==> src/rtl/seg7_scan_driver_if.sv <==
// Connects the mips digit patterns to the scan driver and carries the multiplexed display outputs.
interface seg7_scan_driver_if;
  logic       i_En;
  logic [6:0] i_Seg_first;
  logic [6:0] i_Seg_second;
  logic [6:0] i_Seg_third;
  logic [6:0] i_Seg_fourth;
  logic [6:0] i_Seg_fifth;
  logic [6:0] o_Seg;
  logic [4:0] o_An;
  logic [2:0] o_Digit;
  logic       o_Frame_Start;

  modport master (
    output i_En, i_Seg_first, i_Seg_second, i_Seg_third, i_Seg_fourth, i_Seg_fifth,
    input  o_Seg, o_An, o_Digit, o_Frame_Start
  );

  modport slave (
    input  i_En, i_Seg_first, i_Seg_second, i_Seg_third, i_Seg_fourth, i_Seg_fifth,
    output o_Seg, o_An, o_Digit, o_Frame_Start
  );
endinterface

==> src/rtl/seg7_scan_driver.sv <==
// Time-multiplexes five 7-segment patterns onto one common-anode bus with a blanking
// gap before each digit; all five patterns are captured once per frame.
module seg7_scan_driver #(
  parameter int unsigned CLK_DIV        = 50000,
  parameter int unsigned BLANK_CYCLES   = 8,
  parameter bit          SEG_ACTIVE_LOW = 1'b1
) (
  input logic              i_Clk,
  input logic              i_Rst,
  seg7_scan_driver_if.slave bus
);

  localparam int unsigned CNT_MAX = (CLK_DIV > BLANK_CYCLES) ? CLK_DIV : BLANK_CYCLES;
  localparam int unsigned CW      = $clog2(CNT_MAX) + 1;

  localparam logic [1:0] ST_IDLE  = 2'd0;
  localparam logic [1:0] ST_BLANK = 2'd1;
  localparam logic [1:0] ST_DRIVE = 2'd2;

  localparam logic [6:0]    SEG_OFF    = SEG_ACTIVE_LOW ? 7'h7F : 7'h00;
  localparam logic [CW-1:0] DRIVE_LAST = CW'(CLK_DIV - 1);
  localparam logic [CW-1:0] BLANK_LAST = CW'(BLANK_CYCLES - 1);
  localparam logic [1:0]    GAP_STATE  = (BLANK_CYCLES == 0) ? ST_DRIVE : ST_BLANK;

  logic [1:0]      state_q, state_d;
  logic [CW-1:0]   cnt_q,   cnt_d;
  logic [2:0]      idx_q,   idx_d;
  logic [4:0][6:0] snap_q,  snap_d;
  logic [6:0]      seg_q,   seg_d;
  logic [4:0]      an_q,    an_d;
  logic [2:0]      digit_q, digit_d;
  logic            frame_q, frame_d;
  logic [4:0][6:0] live;

  assign live = {bus.i_Seg_fifth, bus.i_Seg_fourth, bus.i_Seg_third,
                 bus.i_Seg_second, bus.i_Seg_first};

  always_comb begin
    state_d = state_q;
    cnt_d   = cnt_q;
    idx_d   = idx_q;
    snap_d  = snap_q;
    frame_d = 1'b0;
    if (!bus.i_En) begin
      state_d = ST_IDLE;
      cnt_d   = '0;
      idx_d   = '0;
    end else begin
      case (state_q)
        ST_IDLE: begin
          state_d = GAP_STATE;
          cnt_d   = '0;
          idx_d   = '0;
          snap_d  = live;
          frame_d = 1'b1;
        end
        ST_BLANK: begin
          if (cnt_q == BLANK_LAST) begin
            state_d = ST_DRIVE;
            cnt_d   = '0;
          end else begin
            cnt_d = cnt_q + CW'(1);
          end
        end
        ST_DRIVE: begin
          if (cnt_q == DRIVE_LAST) begin
            state_d = GAP_STATE;
            cnt_d   = '0;
            if (idx_q == 3'd4) begin
              idx_d   = '0;
              snap_d  = live;
              frame_d = 1'b1;
            end else begin
              idx_d = idx_q + 3'd1;
            end
          end else begin
            cnt_d = cnt_q + CW'(1);
          end
        end
        default: begin
          state_d = ST_IDLE;
          cnt_d   = '0;
          idx_d   = '0;
        end
      endcase
    end
  end

  // Outputs decode the next state so they switch on the same edge as the FSM.
  always_comb begin
    seg_d   = SEG_OFF;
    an_d    = '1;
    digit_d = idx_d;
    if (state_d == ST_DRIVE) begin
      an_d = ~(5'd1 << idx_d);
      case (idx_d)
        3'd0:    seg_d = snap_d[0];
        3'd1:    seg_d = snap_d[1];
        3'd2:    seg_d = snap_d[2];
        3'd3:    seg_d = snap_d[3];
        3'd4:    seg_d = snap_d[4];
        default: seg_d = SEG_OFF;
      endcase
    end
  end

  always_ff @(posedge i_Clk or negedge i_Rst) begin
    if (!i_Rst) begin
      state_q <= ST_IDLE;
      cnt_q   <= '0;
      idx_q   <= '0;
      snap_q  <= {5{SEG_OFF}};
      seg_q   <= SEG_OFF;
      an_q    <= '1;
      digit_q <= '0;
      frame_q <= 1'b0;
    end else begin
      state_q <= state_d;
      cnt_q   <= cnt_d;
      idx_q   <= idx_d;
      snap_q  <= snap_d;
      seg_q   <= seg_d;
      an_q    <= an_d;
      digit_q <= digit_d;
      frame_q <= frame_d;
    end
  end

  assign bus.o_Seg         = seg_q;
  assign bus.o_An          = an_q;
  assign bus.o_Digit       = digit_q;
  assign bus.o_Frame_Start = frame_q;

endmodule

==> src/flat_wrapper.sv <==
// flat-port wrapper written by rule: the top's interface ports become plain ports
module seg7_scan_driver_flat 
#(
  parameter int unsigned CLK_DIV        = 50000,
  parameter int unsigned BLANK_CYCLES   = 8,
  parameter bit          SEG_ACTIVE_LOW = 1'b1
)
  (i_Clk, i_Rst, bus_i_En, bus_i_Seg_first, bus_i_Seg_second, bus_i_Seg_third, bus_i_Seg_fourth, bus_i_Seg_fifth, bus_o_Seg, bus_o_An, bus_o_Digit, bus_o_Frame_Start);
  seg7_scan_driver_if bus_i ();
  input logic i_Clk;
  input logic i_Rst;
  input wire logic [$bits(bus_i.i_En)-1:0] bus_i_En;
  input wire logic [$bits(bus_i.i_Seg_first)-1:0] bus_i_Seg_first;
  input wire logic [$bits(bus_i.i_Seg_second)-1:0] bus_i_Seg_second;
  input wire logic [$bits(bus_i.i_Seg_third)-1:0] bus_i_Seg_third;
  input wire logic [$bits(bus_i.i_Seg_fourth)-1:0] bus_i_Seg_fourth;
  input wire logic [$bits(bus_i.i_Seg_fifth)-1:0] bus_i_Seg_fifth;
  output wire logic [$bits(bus_i.o_Seg)-1:0] bus_o_Seg;
  output wire logic [$bits(bus_i.o_An)-1:0] bus_o_An;
  output wire logic [$bits(bus_i.o_Digit)-1:0] bus_o_Digit;
  output wire logic [$bits(bus_i.o_Frame_Start)-1:0] bus_o_Frame_Start;
  assign bus_i.i_En = bus_i_En;
  assign bus_i.i_Seg_first = bus_i_Seg_first;
  assign bus_i.i_Seg_second = bus_i_Seg_second;
  assign bus_i.i_Seg_third = bus_i_Seg_third;
  assign bus_i.i_Seg_fourth = bus_i_Seg_fourth;
  assign bus_i.i_Seg_fifth = bus_i_Seg_fifth;
  assign bus_o_Seg = bus_i.o_Seg;
  assign bus_o_An = bus_i.o_An;
  assign bus_o_Digit = bus_i.o_Digit;
  assign bus_o_Frame_Start = bus_i.o_Frame_Start;
  seg7_scan_driver #(.CLK_DIV(CLK_DIV), .BLANK_CYCLES(BLANK_CYCLES), .SEG_ACTIVE_LOW(SEG_ACTIVE_LOW)) u_core (.i_Clk(i_Clk), .i_Rst(i_Rst), .bus(bus_i));
endmodule
==> config.mk <==
export PLATFORM = sky130hd
export DESIGN_NAME = seg7_scan_driver_flat
export DESIGN_NICKNAME = d
export VERILOG_FILES = /design/src/rtl/seg7_scan_driver_if.sv /design/src/rtl/seg7_scan_driver.sv /design/src/flat_wrapper.sv
export SDC_FILE = /design/constraint.sdc
export NUM_CORES = 1
export LEC_CHECK = 0
export CORE_MARGIN = 2
export CORE_UTILIZATION = 48
export CTS_CLUSTER_SIZE = 14
export DETAILED_ROUTE_END_ITERATION = 10
export PLACE_DENSITY = 0.76
export SLEW_MARGIN = 5
export SYNTH_ARGS = -nofsm -noshare
export SYNTH_HDL_FRONTEND = slang
export SYNTH_SLANG_ARGS = --single-unit
==> constraint.sdc <==
create_clock -name i_Clk -period 2.4 [get_ports i_Clk]
set_clock_uncertainty 0.1 [all_clocks]
set_input_delay 0.48 -clock i_Clk [delete_from_list [all_inputs] [get_ports i_Clk]]
set_output_delay 0.48 -clock i_Clk [all_outputs]
set_load 0.01 [all_outputs]
==> impl_metrics.tcl <==
set metrics [dict create \
    path_delay_family "simple AND/OR/NAND/NOR gates" \
    setup_viol_count_final 7 \
    cp-start-kind "register" \
    final_hold_viol_count 0 \
    setup_ws_ns -0.102 \
    cts_tree "done" \
    portBuffers 53 \
    relSlewSlack 0.644 \
    die_y_um 88.2 \
    num_rows 30 \
    rr_startpoint "u_core.cnt_q[1]$_DFF_PN0_" \
    reg2reg_slack_ns -0.10 \
    die_w_um 88.2 \
    violations "negative setup slack" \
    max_freq_mhz 400 \
    core-area_mm2 0.00683 \
    grt_util_all_layers 0.251 \
    required_ns 2.59 \
    end_kind "register" \
    synth_top_area_share 0.363 \
    ys_ff_latch 70 \
    synthToLayoutAreaGrowth_pct 41.6 \
    critPathLaunch "u_core.cnt_q[1]$_DFF_PN0_" \
    drv_cap 0 \
    start_util 0.498 \
    avgSynthCellArea_um2 10.9 \
    clockRootBuffer "clkbuf_8" \
    min_path_type "in2async" \
    outcome "finished with violations" \
    mostFrequentLayoutCells "clkdlybuf4s50_1, buf_4, dfstp_2" \
    numCtsBuffers 9 \
    pin_count 54 \
    grt_pass1_wl_mm 14.6 \
    drive_gt1_frac 0.373 \
    synth_ff_type "dfstp_2" \
    layout_commonest_cell "clkdlybuf4s50_1" \
    detail_route.wl_per_cell_um 17.6 \
    timing.final.crit_share 1.04 \
    cp.arrival_ns 2.69 \
    cp_cell_sequence "ha_2, and4_4, and4_4, buf_6, a32oi_4, o21ai_4, or3_4, a311o_1, nand4_1" \
    rsz0062_at_grt "yes" \
    synth_edf_count 0 \
    critPathCapture "u_core.bus.o_Seg[6]$_DFF_PN1_" \
    crit_cells 9 \
    crit_type "reg2reg" \
    synth_warnings 0 \
    drt-pass1-iter-count 4 \
    drtAntennaViolNets 0 \
    crit_buf_inv 1 \
    synth_area_leaders "dfstp_2, dfrtp_1, a22o_1" \
    report.final.slew_viol_count 0 \
    period_minus_slack_ns 2.50 \
    viasPerCell 5.62 \
    worstSkewPairLatency_ns 0.36 \
    cp_slowest_cell "or3_4" \
    vias 2951 \
    dp_hpwl_mm 6.17 \
    drt_iter0_markers 226 \
    slowest_delay_ns 0.44 \
    ir_worst_vdd_v 0.000370 \
    ys_seq_area_frac 0.533 \
    power_leakage_nw 1.99 \
    drc 0 \
    syn_area_mm2 0.00340 \
    power.density_mw_per_mm2 575 \
    worst_path_most_repeated_cell "and4_4" \
    grt_pass1_vias 2954 \
    nets 469 \
    clk_pin_slew_ns 0.08 \
    clockBufferDepth 2 \
    place.gp.congestion 0.827 \
    postSynthNetCount 358 \
    worst_pin_slew_ns 0.534 \
    critPathMaxFanout 7 \
    place_area_mm2 0.00438 \
    synth_cells 313 \
    diodes 0 \
    h-tree-depth 3 \
    final_area_mm2 0.00481 \
    synth_top_area_cell "dfstp_2" \
    async_flop_share 1.00 \
    rr_worst_depth 9 \
    wl_mm 9.26 \
    antenna_found_initial 0 \
    grt_max_degree 45 \
    fillers 500 \
    power.total_mw 2.77 \
    die_area_mm2 0.00777 \
    r2r-end "u_core.bus.o_Seg[6]$_DFF_PN1_" \
    synth_cell_types 50 \
    grt_overflow_total 0 \
    clock-sinks 70 \
]
worst min path at each step:
| stage | cells after the start | slack (ns) | startpoint | to |
|---|---|---|---|---|
| floorplan | 0 | 0.08 | i_Rst | u_core.bus.o_Frame_Start$_DFF_PN0_ |
| global placement | 2 | 0.38 | u_core.snap_q[0]$_DFF_PN1_ | u_core.snap_q[0]$_DFF_PN1_ |
| detailed placement | 2 | 0.38 | u_core.snap_q[32]$_DFF_PN1_ | u_core.snap_q[32]$_DFF_PN1_ |
| CTS | 2 | 0.02 | i_Rst | u_core.cnt_q[2]$_DFF_PN0_ |
| global route | 2 | 0.04 | i_Rst | u_core.cnt_q[0]$_DFF_PN0_ |
| finish | 2 | 0.02 | i_Rst | u_core.cnt_q[0]$_DFF_PN0_ |
cell type report:
type                       count  area, um2  share of cell area
sequential                    70       1810               0.376
multi-input combinational    220       1570               0.327
timing repair buffer         115       1070               0.223
clock buffer                  10        138              0.0286
tap                           96        120              0.0249
clock inverter                 6       68.8              0.0143
inverter                       8       30.0             0.00624
per-stage QoR:
stage	TNS (ns)	setup slack, ns	instances	utilization	hold WS, ns
finish	-0.226	-0.102	525	0.705	0.0196
global route	-1.00	-0.154	525	0.705	0.0400
CTS	-0.0482	-0.0144	521	0.692	0.0244
detailed placement	-0.519	-0.146	497	0.641	0.383
global placement	-0.321	-0.0911	497	0.641	0.384
floorplan	0	0.00719	313	-	0.0844
what timing repair did:
action / CTS / global route
hold buffers: 0 / 0
endpoints found under the setup margin: 7 / 9
cloned: 2 / 0
setup buffers: 6 / 4
pin swaps: 11 / 8
resized for setup: 18 / 12
report_power, final:
part	leakage [nW]	switching [mW]	internal (mW)
Combinational	1.08	0.195	0.199
Sequential	0.810	0.0362	1.34
Clock	0.103	0.484	0.513
flip-flops by register name, indices dropped and copies added (netlist names):
register / flops
u_core.idx_q: 3
u_core.bus.o_Seg: 7
u_core.bus.o_Frame_Start: 1
u_core.snap_q: 35
u_core.cnt_q: 17
u_core.bus.o_An: 5
u_core.state_q: 2
worst register-to-register path: cells and delay by family (launching register included):
kind	cells	cell delay, ns
fa+ha+maj	1	0.20
simple gates	4	0.95
compound gates	3	0.67
buf+inv	1	0.14
flops	1	0.38
cells by family after synthesis:
kind of cell | count (synthesis) | share of synthesized area
compound gates | 73 | 0.177
xor+xnor | 15 | 0.0386
fa+ha+maj | 7 | 0.0258
buf+inv | 23 | 0.0305
flops | 70 | 0.533
mux | 1 | 0.00294
simple gates | 124 | 0.192
cell usage after synthesis, types with 3 or more instances:
library cell  count
dfrtp_1          23
a221oi_1          5
o21ai_0          12
and3_1            6
nand2_1          37
xor2_1            8
clkbuf_1          9
nor3_1            3
buf_2             5
nor2_1           36
a311o_1           4
a21oi_1           3
or2_2             4
ha_1              7
dfstp_2          47
a31oi_1           5
nand3_1          11
xnor2_1           7
a22o_1           20
a22oi_1           7
nand4_1          10
and2_1            3
inv_1             8
layer usage:
metal	up-vias	share of wire	track usage
met4	0	0.021	0.0964
li1	1362	-	-
met2	99	0.48	0.393
met3	19	0.048	0.0547
met1	1471	0.45	0.344
met5	-	0	0
(Power assumes the default switching activity.)
